File: src/rtl/keypad_scanner_fsm.sv
// Matrix keypad scanner: one-hot row drive, per-scan debounce, chord rejection, binary key events.
// Latency: key_valid one clk after the scan end that completes DEBOUNCE_SCANS matching scans.
// Backpressure: none; key_valid / multi_key / key_repeat are one-cycle pulses the consumer must take.
//
// Ports:
//   clk        system clock (row timing uses an internal clock-enable divider, no derived clocks)
//   rst        asynchronous active-low reset
//   COLUMNAS   raw column sense lines, active-high when a key in the driven row is pressed
//   FILAS      one-hot active-high row drive
//   key_code   code of the last accepted key, row*COLS + col (held after release)
//   key_valid  one-cycle pulse when a new key is accepted
//   key_held   high while the accepted key remains pressed (including release debounce)
//   multi_key  one-cycle pulse when a scan shows a chord while no key is held
//   key_repeat one-cycle auto-repeat pulse; only built when KEYPAD_REPEAT_EN is defined, else 0
//
// Optional feature macro: KEYPAD_REPEAT_EN (adds REPEAT_DELAY / REPEAT_RATE, both in scans).
module keypad_scanner_fsm #(
   parameter int ROWS           = 4,
   parameter int COLS           = 4,
   parameter int SCAN_DIV       = 50000,
   parameter int DEBOUNCE_SCANS = 8,
`ifdef KEYPAD_REPEAT_EN
   parameter int REPEAT_DELAY   = 50,
   parameter int REPEAT_RATE    = 10,
`endif
   localparam int KW            = $clog2(ROWS*COLS)
) (
   input  logic            clk,
   input  logic            rst,
   input  logic [COLS-1:0] COLUMNAS,
   output logic [ROWS-1:0] FILAS,
   output logic [KW-1:0]   key_code,
   output logic            key_valid,
   output logic            key_held,
   output logic            multi_key,
   output logic            key_repeat
);

   localparam int         NK  = ROWS * COLS;
   localparam int         DW  = (SCAN_DIV > 1) ? $clog2(SCAN_DIV) : 1;
   localparam int         RW  = $clog2(ROWS);
   localparam logic [7:0] DEB = 8'(DEBOUNCE_SCANS);

   typedef enum logic [1:0] {S_IDLE, S_DEBOUNCE, S_PRESSED, S_RELEASE} state_t;

   logic [COLS-1:0] col_s1, col_s2;
   logic [DW-1:0]   div_cnt;
   logic [RW-1:0]   row_idx;
   logic [NK-1:0]   acc, scan_bits;
   logic            row_tick, scan_end;
   logic [7:0]      n_set;
   logic [KW-1:0]   hit_code;
   logic            is_single, is_multi, cand_seen;

   state_t          state, state_nxt;
   logic [KW-1:0]   cand, cand_nxt, key_code_nxt;
   logic [7:0]      dcnt, dcnt_nxt, rcnt, rcnt_nxt;
   logic            key_valid_nxt, key_held_nxt, multi_key_nxt;

   // ---------------------------------------------------------------- row scan
   assign row_tick = (div_cnt == DW'(SCAN_DIV - 1));
   assign scan_end = row_tick && (row_idx == RW'(ROWS - 1));

   always_ff @(posedge clk or negedge rst) begin
      if (!rst) begin
         col_s1  <= '0;
         col_s2  <= '0;
         div_cnt <= '0;
         row_idx <= '0;
         FILAS   <= ROWS'(1);
         acc     <= '0;
      end else begin
         col_s1 <= COLUMNAS;
         col_s2 <= col_s1;
         if (row_tick) begin
            div_cnt <= '0;
            // The last row's bits are folded in combinationally at scan end,
            // so the accumulator can start clean for the next scan.
            acc     <= scan_end ? '0 : scan_bits;
            if (row_idx == RW'(ROWS - 1))
               row_idx <= '0;
            else
               row_idx <= row_idx + RW'(1);
            FILAS   <= {FILAS[ROWS-2:0], FILAS[ROWS-1]};
         end else begin
            div_cnt <= div_cnt + DW'(1);
         end
      end
   end

   // Accumulated scan including the row being captured this cycle.
   always_comb begin
      scan_bits = acc;
      for (int r = 0; r < ROWS; r++) begin
         if (row_idx == RW'(r))
            scan_bits[r*COLS +: COLS] = acc[r*COLS +: COLS] | col_s2;
      end
   end

   // Popcount plus index of a set bit; the index is only meaningful when exactly one is set.
   always_comb begin
      n_set    = '0;
      hit_code = '0;
      for (int k = 0; k < NK; k++) begin
         if (scan_bits[k]) begin
            n_set    = n_set + 8'd1;
            hit_code = KW'(k);
         end
      end
   end

   assign is_single = (n_set == 8'd1);
   assign is_multi  = (n_set >  8'd1);
   assign cand_seen = scan_bits[cand];

   // ---------------------------------------------------------------- key FSM
   always_ff @(posedge clk or negedge rst) begin
      if (!rst) begin
         state     <= S_IDLE;
         cand      <= '0;
         dcnt      <= '0;
         rcnt      <= '0;
         key_code  <= '0;
         key_valid <= 1'b0;
         key_held  <= 1'b0;
         multi_key <= 1'b0;
      end else begin
         state     <= state_nxt;
         cand      <= cand_nxt;
         dcnt      <= dcnt_nxt;
         rcnt      <= rcnt_nxt;
         key_code  <= key_code_nxt;
         key_valid <= key_valid_nxt;
         key_held  <= key_held_nxt;
         multi_key <= multi_key_nxt;
      end
   end

   always_comb begin
      state_nxt     = state;
      cand_nxt      = cand;
      dcnt_nxt      = dcnt;
      rcnt_nxt      = rcnt;
      key_code_nxt  = key_code;
      key_held_nxt  = key_held;
      key_valid_nxt = 1'b0;
      multi_key_nxt = 1'b0;
      if (scan_end) begin
         unique case (state)
            S_IDLE: begin
               if (is_single) begin
                  cand_nxt = hit_code;
                  dcnt_nxt = 8'd1;
                  if (DEB == 8'd1) begin
                     state_nxt     = S_PRESSED;
                     key_code_nxt  = hit_code;
                     key_valid_nxt = 1'b1;
                     key_held_nxt  = 1'b1;
                     rcnt_nxt      = '0;
                  end else begin
                     state_nxt = S_DEBOUNCE;
                  end
               end else if (is_multi) begin
                  multi_key_nxt = 1'b1;
               end
            end
            S_DEBOUNCE: begin
               if (is_single) begin
                  if (hit_code == cand) begin
                     if (dcnt + 8'd1 >= DEB) begin
                        state_nxt     = S_PRESSED;
                        key_code_nxt  = cand;
                        key_valid_nxt = 1'b1;
                        key_held_nxt  = 1'b1;
                        rcnt_nxt      = '0;
                     end else begin
                        dcnt_nxt = dcnt + 8'd1;
                     end
                  end else begin
                     cand_nxt = hit_code;
                     dcnt_nxt = 8'd1;
                  end
               end else if (is_multi) begin
                  state_nxt     = S_IDLE;
                  multi_key_nxt = 1'b1;
               end else begin
                  state_nxt = S_IDLE;
               end
            end
            S_PRESSED: begin
               // Only the accepted key matters here; a scan without it counts as a release scan.
               if (cand_seen) begin
                  rcnt_nxt = '0;
               end else if (DEB == 8'd1) begin
                  state_nxt    = S_IDLE;
                  key_held_nxt = 1'b0;
                  rcnt_nxt     = '0;
               end else begin
                  state_nxt = S_RELEASE;
                  rcnt_nxt  = 8'd1;
               end
            end
            S_RELEASE: begin
               if (cand_seen) begin
                  // Bounce on release: resume without a new event.
                  state_nxt = S_PRESSED;
                  rcnt_nxt  = '0;
               end else if (rcnt + 8'd1 >= DEB) begin
                  state_nxt    = S_IDLE;
                  key_held_nxt = 1'b0;
                  rcnt_nxt     = '0;
               end else begin
                  rcnt_nxt = rcnt + 8'd1;
               end
            end
            default: state_nxt = S_IDLE;
         endcase
      end
   end

   // ---------------------------------------------------------------- auto-repeat
`ifdef KEYPAD_REPEAT_EN
   logic [15:0] rep_cnt, rep_cnt_nxt, rep_tgt;
   logic        rep_phase, rep_phase_nxt, key_repeat_nxt, stay_pressed;

   // Counts only scans that keep the FSM in PRESSED; any other scan end restarts the delay.
   assign stay_pressed = (state == S_PRESSED) && cand_seen;
   assign rep_tgt      = rep_phase ? 16'(REPEAT_RATE) : 16'(REPEAT_DELAY);

   always_comb begin
      rep_cnt_nxt    = rep_cnt;
      rep_phase_nxt  = rep_phase;
      key_repeat_nxt = 1'b0;
      if (scan_end) begin
         if (stay_pressed) begin
            if (rep_cnt + 16'd1 == rep_tgt) begin
               key_repeat_nxt = 1'b1;
               rep_cnt_nxt    = '0;
               rep_phase_nxt  = 1'b1;
            end else begin
               rep_cnt_nxt = rep_cnt + 16'd1;
            end
         end else begin
            rep_cnt_nxt   = '0;
            rep_phase_nxt = 1'b0;
         end
      end
   end

   always_ff @(posedge clk or negedge rst) begin
      if (!rst) begin
         rep_cnt    <= '0;
         rep_phase  <= 1'b0;
         key_repeat <= 1'b0;
      end else begin
         rep_cnt    <= rep_cnt_nxt;
         rep_phase  <= rep_phase_nxt;
         key_repeat <= key_repeat_nxt;
      end
   end
`else
   assign key_repeat = 1'b0;
`endif

endmodule

File: config.mk
export PLATFORM = sky130hd
export DESIGN_NAME = keypad_scanner_fsm
export DESIGN_NICKNAME = d
export VERILOG_FILES = /design/src/rtl/keypad_scanner_fsm.sv
export SDC_FILE = /design/constraint.sdc
export NUM_CORES = 1
export LEC_CHECK = 0
export CORE_MARGIN = 2
export CORE_UTILIZATION = 50
export DETAILED_ROUTE_END_ITERATION = 7
export HOLD_SLACK_MARGIN = 0.08
export PLACE_DENSITY = 0.7
export SYNTH_ARGS = -nofsm -noshare
export SYNTH_HDL_FRONTEND = slang
export SYNTH_SLANG_ARGS = --single-unit
File: constraint.sdc
create_clock -name clk -period 8.4 [get_ports clk]
set_input_delay 1.26 -clock clk [delete_from_list [all_inputs] [get_ports clk]]
set_output_delay 1.26 -clock clk [all_outputs]
set_load 0.005 [all_outputs]
* Yosys cells after proc, flatten, opt, wreduce, memory -nomap -nowiden
Cells that the tools add are included. Widths: inputs -> output; s select.
Word-level totals: bits in registers 75, bits in latches 0, RAM bits 0, ROM bits 0, input bits 6, logic and storage cells 154, memories 0
Cells by class: add/sub/neg operators 19, multipliers 0, div/mod/pow operators 0, order comparisons 4, equality and inequality tests 21, shift-type cells 0, mux-type cells 79, bitwise logic cells 4, reductions and logical operators 13
Operators with widths (number):
- $mux 8 | 24
- $add 8x1->8 const B | 17
- $mux 4 | 21
- $mux 16 | 2
- $pmux 8 s3 | 1
- $reduce_and 5->1 | 4
- $mux 1 | 18
- $add 16x1->16 const B | 1
- $eq 16x16->1 const B | 1
- $ge 8x4->1 const B | 2
- $mux 2 | 8
- $ne 2x2->1 const B | 8
- $or 4x4->4 | 4
- $pmux 8 s2 | 1
- $ne 3x3->1 const B | 4
- $eq 2x2->1 const B | 4
- $eq 8x1->1 const B | 1
- $gt 8x1->1 const B | 1
- $pmux 2 s4 | 1
- $pmux 4 s2 | 1
- $reduce_and 7->1 | 1
- $reduce_and 6->1 | 1
- $lt 4x5->1 const B | 1
- $bmux 1 s4 | 1
- other kinds (9) | 12

* Logic depth before layout (Yosys ltp)
Gate-level depths: netlist of the first run.
depth in word-level cells 38, gate-level depth with buffers 55, mapped depth without buffers 53

* Worst setup path before layout of the first run
OpenSTA, ideal clock, no wires.
kind reg-to-reg, from register row_idx[0], to register dcnt[0], library setup time 0.125 ns, data arrival time 9.180 ns, data required time 8.275 ns, setup slack -0.905 ns, cell stages (with the launch flop) 55, path buffers 3, period minus slack after synthesis 9.305 ns, cells stage by stage dfrtp_1 > inv_1 > ha_1 > buf_4 > a21oi_4 > inv_2 > ha_1 > buf_2 > xnor2_1 > ha_1 > nor2b_1 > a311oi_1 > a21oi_1 > xnor2_1 > mux2i_1 > ha_1 > nor2_1 > a21oi_1 > [... 19 more ...] > nand2_1 > o21ai_0 > ha_1 > o21ai_0 > o31ai_1 > ha_1 > nand2_1 > xnor2_1 > xnor2_1 > xnor2_1 > xnor2_1 > xnor2_1 > o32a_1 > a31o_2 > a211oi_4 > and4_1 > buf_4 > mux2_4
Between the ends: word-level cells in the longest chain between the ends 36, elaborated cells on any way between the ends 64
Ends and longest elaborated chain:
- start: declaration | RTL line 48 | logic [RW-1:0] row_idx;
- start signal: assignment | RTL line 83 | row_idx <= row_idx + RW'(1);
- $logic_not 2->1 | RTL line 95 | if (row_idx == RW'(r))
- $mux 4 | RTL line 95
- $mux 1 | RTL line 105 | if (scan_bits[k]) begin
- $add 8x1->8 | RTL line 106 | n_set = n_set + 8'd1;
- $mux 8 | RTL line 105
- $add 8x1->8 | RTL line 106
- $mux 8 | RTL line 105
- $add 8x1->8 | RTL line 106
- [... 20 more ...]
- $mux 8 | RTL line 105
- $add 8x1->8 | RTL line 106
- $mux 8 | RTL line 105
- $add 8x1->8 | RTL line 106
- $mux 8 | RTL line 105
- $eq 8x1->1 | RTL line 112 | assign is_single = (n_set == 8'd1);
- $ne 2x2->1 (no line)
- $reduce_and 5->1 (no line)
- end signal: assignment | RTL line 130 | dcnt <= dcnt_nxt;
- end: declaration | RTL line 57 | logic [7:0] dcnt, dcnt_nxt, rcnt, rcnt_nxt;
Several ways; a longest one is shown, not always the timed one. The select of a mux whose other input is x is not followed. A chain may end at the register's enable or synchronous reset.

* Worst setup path after layout of the first run
from register row_idx[1], to register dcnt[0]
The elaborated chain is that of the path after synthesis.

==> impl_metrics.env, run 1 <==
export IMPL_synthFlopType="dfrtp_1"
export IMPL_crit_family="adder cells"
export IMPL_numPortBuffers=16
export IMPL_drive_gt1_frac=0.250
export IMPL_dieHeight_um=110
export IMPL_setup_ws_ns=-0.361
export IMPL_instances_no_fill=845
export IMPL_diodes=0
export IMPL_path_class="reg -> reg"
export IMPL_syn_inst=613
export IMPL_htreeDepth=3
export IMPL_clkTransAtPathRegs_ns=0.07
export IMPL_drtIter0Drc=302
export IMPL_avgSynthCellArea_um2=9.19
export IMPL_grt_pass1_wl_mm=22.9
export IMPL_dieArea_um2=12100
export IMPL_syn_area_um2=5630
export IMPL_ys_seq_area_frac=0.333
export IMPL_cellPowerDensity_nw_per_um2=139
export IMPL_final_cell_mix="75 x buf_4, 74 x dfrtp_1, 59 x nor2_1"
export IMPL_hp_class="reg -> reg"
export IMPL_synth_edf_count=0
export IMPL_synth_seq_cells=75
export IMPL_critPathRequiredTime_ns=8.62
export IMPL_cp_max_fo=6
export IMPL_synth_distinct_cells=79
export IMPL_cp_arrival_ns=8.98
export IMPL_fin_skew_ns=0.0122
export IMPL_status="finished, violations left"
export IMPL_dr_pass1_iters=7
export IMPL_synth_fp_nets=642
export IMPL_clock_path_buffers=2
export IMPL_relSlewSlack=0.382
export IMPL_slowest_stage="dfrtp_1"
export IMPL_max_freq_mhz=114
export IMPL_cts_tree="built"
export IMPL_boundaryPins=18
export IMPL_worst_pin_slew_ns=0.927
export IMPL_timing_hold_violations_final=0
export IMPL_hold_buffers=0
export IMPL_synthArstFlopShare=1.00
export IMPL_utilization=0.645
export IMPL_drcViolationCount=0
export IMPL_routedWlPerCell_um=16.3
export IMPL_grt_max_degree=76
export IMPL_grt_pass1_vias=4884
export IMPL_fin_crit_sh=1.04
export IMPL_root_buffer="clkbuf_16"
export IMPL_crit_top_cell="ha_1"
export IMPL_endpoint_kind="flop"
export IMPL_hold_start="col_s1[3]"
export IMPL_via_per_inst=5.80
export IMPL_p_leak_nw=3.20
export IMPL_vias=4904
export IMPL_antenna_found_initial=0
export IMPL_r2r_start="row_idx[1]"
export IMPL_syn_to_final_growth_pct=25.1
export IMPL_dieWidth_um=110
export IMPL_crit_path_max_incr_delay_ns=0.37
export IMPL_crit_start="row_idx[1]"
export IMPL_place_inst=793
export IMPL_nNetsFinal=729
export IMPL_cts_sinks=75
export IMPL_setup_viol=29
export IMPL_slew_viol_final=0
export IMPL_cp_num_buf_inv=4
export IMPL_place_congestion=0.870
export IMPL_placementRows=38
export IMPL_grt_use_total=0.237
export IMPL_worstSetupStartpointType="flop"
export IMPL_place_hpwl_mm=9.34
export IMPL_drt_total_wl_mm=13.7
export IMPL_overflow=0
export IMPL_period_minus_slack_ns=8.76
export IMPL_ant_nets=0
export IMPL_violations="negative setup slack"
export IMPL_layout_commonest_cell="buf_4"
export IMPL_drv_cap=0
export IMPL_ys_warn_count=0
export IMPL_ir_drop_v=0.000113
export IMPL_start_util=0.515
export IMPL_worstSkewPairLatency_ns=0.33
export IMPL_power_total_mw=0.979
export IMPL_design_core_area_um2=10900
export IMPL_rsz0062_at_grt="yes"
export IMPL_cts_buffers=9
export IMPL_nFillCells=893
per-stage QoR:
| stage | setup slack [ns] | setup TNS (ns) | instance area [um^2] | hold slack, ns |
|---|---|---|---|---|
| after floorplan | -0.457 | -6.56 | 5720 | 0.331 |
| after global placement | -0.148 | -2.36 | 6280 | 0.333 |
| after detailed placement | -0.527 | -12.76 | 6280 | 0.337 |
| after CTS | -0.285 | -5.84 | 6880 | 0.351 |
| after global routing | -0.836 | -21.85 | 7050 | 0.353 |
| final | -0.361 | -7.90 | 7050 | 0.351 |
cell type report:
cell class,count,area (um^2),area share
Clock buffer,11,243,0.0344
Clock inverter,5,85.1,0.0121
Inverter,23,86.3,0.0122
Multi-Input combinational cell,493,3780,0.536
Sequential cell,75,1880,0.266
Tap cell,140,175,0.0248
Timing Repair Buffer,98,803,0.114
sequential cells by signal (all words and copies together) (netlist names), 2 cells and up:
name / cells
key_code: 4
rcnt: 8
dcnt: 8
row_idx: 2
cand: 4
col_s1: 4
acc: 16
col_s2: 4
div_cnt: 16
FILAS: 4
state: 2
path summary, 6_finish.rpt:
check,end,slack [ns],cells past startpoint
setup / recovery,dcnt[0],-0.36,52
hold reg to reg,col_s2[3],0.35,0
hold / removal,col_s2[3],0.35,0
min in group asynchronous,div_cnt[9],1.05,1
setup reg to reg,dcnt[0],-0.36,52
max in group asynchronous,row_idx[1],6.73,1
power breakdown:
| part | switching (mW) | total [mW] | internal (mW) | leakage, nW |
|---|---|---|---|---|
| registers | 0.00159 | 0.365 | 0.363 | 1.01 |
| clock network | 0.152 | 0.422 | 0.270 | 0.156 |
| logic | 0.0995 | 0.192 | 0.0927 | 2.03 |
synthesized netlist by cell type (6+ instances only):
master / count / area (um^2)
o21ai_0: 25 / 125
xor2_1: 17 / 149
and3_1: 8 / 50.1
clkbuf_1: 12 / 45.0
a21oi_1: 47 / 235
mux2_2: 6 / 67.6
nor3_1: 12 / 60.1
ha_1: 23 / 288
nand4_1: 6 / 37.5
mux2_1: 6 / 67.6
a21o_1: 15 / 113
dfrtp_1: 74 / 1850
nor2b_1: 12 / 75.1
mux2i_1: 12 / 120
inv_1: 21 / 78.8
nand2_1: 61 / 229
buf_2: 6 / 30.0
nand3_1: 21 / 105
xnor2_1: 43 / 377
and2_1: 16 / 100
nor2_1: 59 / 221
cells by family (layout without fill, tap and decap cells):
family,count (synthesis),after routing,share of synthesized area
adders and majority gates,23,23,0.0511
other,1,1,0.000666
DFF,75,75,0.333
muxes,31,31,0.0706
buffers and inverters,45,137,0.0333
xor gates and xnor gates,69,69,0.132
and+or+nand+nor,223,223,0.195
AOI/OAI and AO/OA,146,146,0.184
worst register-to-register path: cells and delay by family (launching register included):
family | cells | cell delay [ns]
muxes | 2 | 0.39
adders and majority gates | 10 | 2.64
DFF | 1 | 0.37
buffers and inverters | 4 | 0.36
xor gates and xnor gates | 9 | 1.35
and+or+nand+nor | 10 | 1.07
AOI/OAI and AO/OA | 17 | 2.49
layer usage:
layer	GRT usage	part of all wire	up-vias
met5	0	0	-
met3	0.0406	0.043	14
met2	0.401	0.50	144
met4	0.0625	0.011	0
li1	-	-	2369
met1	0.315	0.45	2377
what timing repair did:
item                       in CTS  in global routing
resized for setup              16                 21
setup endpoints to repair      29                 29
pin swaps                       7                  9
setup buffers                  27                 16
cloned                          0                  0
No activity file was read; power rests on OpenSTA's default activity.
==> run 2: changes to the inputs <==
--- a/config.mk
+++ b/config.mk
@@ -8,8 +8,10 @@
 export CORE_MARGIN = 2
 export CORE_UTILIZATION = 50
 export DETAILED_ROUTE_END_ITERATION = 7
+export DONT_BUFFER_PORTS = 1
 export HOLD_SLACK_MARGIN = 0.08
-export PLACE_DENSITY = 0.7
+export PLACE_DENSITY = 0.75
+export SLEW_MARGIN = 20
 export SYNTH_ARGS = -nofsm -noshare
 export SYNTH_HDL_FRONTEND = slang
 export SYNTH_SLANG_ARGS = --single-unit
==> impl_metrics.env, run 2 (synthesis results as in run 1) <==
export IMPL_relSlewSlack=0.519
export IMPL_final_cell_area_um2=6600
export IMPL_dieWidth_um=110
export IMPL_hp_class="reg -> reg"
export IMPL_path_class="reg -> reg"
export IMPL_cts_buffers=9
export IMPL_crit_path_max_incr_delay_ns=0.37
export IMPL_grt_use_total=0.217
export IMPL_drive_gt1_frac=0.212
export IMPL_r2r_end="key_code[2]"
export IMPL_crit_start="row_idx[0]"
export IMPL_layout_commonest_cell="dfrtp_1"
export IMPL_rsz0062_at_grt="yes"
export IMPL_worstSkewPairLatency_ns=0.33
export IMPL_design_core_area_um2=10900
export IMPL_whs_path_depth=0
export IMPL_violations="negative setup slack"
export IMPL_root_buffer="clkbuf_16"
export IMPL_ir_drop_v=0.000147
export IMPL_hold_end="col_s2[3]"
export IMPL_max_freq_mhz=113
export IMPL_drtIter0Drc=283
export IMPL_hold_buffers=0
export IMPL_grt_pass1_wl_mm=21.1
export IMPL_numPortBuffers=0
export IMPL_slew_viol_final=0
export IMPL_utilization=0.603
export IMPL_power_total_mw=0.925
export IMPL_endpoint_kind="flop"
export IMPL_antenna_found_initial=0
export IMPL_vias=4645
export IMPL_r2r_start="row_idx[0]"
export IMPL_critPathRequiredTime_ns=8.61
export IMPL_period_minus_slack_ns=8.88
export IMPL_p_leak_nw=2.96
export IMPL_dr_pass1_iters=5
export IMPL_via_per_inst=5.81
export IMPL_drcViolationCount=0
export IMPL_hold_slack_ns=0.350
export IMPL_place_congestion=0.901
export IMPL_drv_cap=0
export IMPL_r2r_cells=49
export IMPL_status="finished, violations left"
export IMPL_nNetsFinal=683
export IMPL_diodes=0
export IMPL_fin_skew_ns=0.00663
export IMPL_overflow=0
export IMPL_place_hpwl_mm=9.05
export IMPL_worst_pin_slew_ns=0.716
export IMPL_dieArea_um2=12100
export IMPL_final_cell_mix="74 x dfrtp_1, 58 x nor2_1, 57 x nand2_1"
export IMPL_setup_tns_ns=-10.42
export IMPL_htreeDepth=3
export IMPL_cts_tree="built"
export IMPL_boundaryPins=18
export IMPL_routedWlPerCell_um=15.8
export IMPL_dpl_cell_area_um2=6110
export IMPL_dp_slack_ns=-0.512
export IMPL_timing_hold_violations_final=0
export IMPL_cp_arrival_ns=9.09
export IMPL_drt_total_wl_mm=12.6
export IMPL_slowest_stage="dfrtp_1"
export IMPL_crit_top_cell="ha_1"
export IMPL_worstSetupStartpointType="flop"
export IMPL_clkTransAtPathRegs_ns=0.06
export IMPL_reg_top3="acc x16, div_cnt x16"
export IMPL_dieHeight_um=110
export IMPL_start_util=0.515
export IMPL_placementRows=38
export IMPL_hold_start="col_s1[3]"
export IMPL_r2r_slack_ns=-0.48
export IMPL_clock_path_buffers=2
export IMPL_setup_viol=29
export IMPL_grt_pass1_vias=4600
export IMPL_place_inst=775
export IMPL_syn_to_final_growth_pct=17.1
export IMPL_grt_max_degree=76
export IMPL_cellPowerDensity_nw_per_um2=140
export IMPL_setup_ws_ns=-0.478
export IMPL_ant_nets=0
export IMPL_fin_crit_sh=1.06
export IMPL_instances_no_fill=799
export IMPL_cts_sinks=75
export IMPL_cp_max_fo=5
## run 2: per-layer routing
layer / track usage / vias up / share of wire
li1: - / 2272 / -
met1: 0.289 / 2264 / 0.46
met4: 0.0750 / 0 / 0.016
met3: 0.0247 / 18 / 0.030
met5: 0 / - / 0
met2: 0.369 / 91 / 0.50
## run 2: final cells by class
class,instances,area (um^2)
Clock buffer,11,243
Clock inverter,5,61.3
Fill cell,901,4340
Inverter,23,86.3
Multi-Input combinational cell,493,3750
Sequential cell,75,1880
Tap cell,140,175
Timing Repair Buffer,52,402
## run 2: how the worst max path moves through the flow
stage	endpoint	slack, ns	cells past startpoint
5_1_grt	key_code[2]	-1.00	53
4_1_cts	key_code[2]	-0.32	53
3_5_place_dp	rcnt[7]	-0.51	53
2_1_floorplan	dcnt[0]	-0.46	54
3_3_place_gp	rcnt[5]	-0.16	53
6_report	key_code[2]	-0.48	49
## run 2: critical path: cells and delay by family (launching register included)
family	cells	cell delay [ns]
xor gates and xnor gates	7	1.07
adders and majority gates	10	2.64
buffers and inverters	8	0.82
AOI/OAI and AO/OA	15	2.81
DFF	1	0.37
muxes	1	0.36
and+or+nand+nor	8	0.64
## run 2: what timing repair did
action	CTS	global route
buffers inserted	4	4
pin swaps	7	9
gates resized for setup	11	16
endpoints found under the setup margin	29	29
## run 2: power by group
part | total (mW) | leakage [nW] | switching (mW) | internal (mW)
Combinational | 0.177 | 1.81 | 0.0898 | 0.0869
Sequential | 0.365 | 1.01 | 0.00147 | 0.363
Clock | 0.384 | 0.138 | 0.145 | 0.239
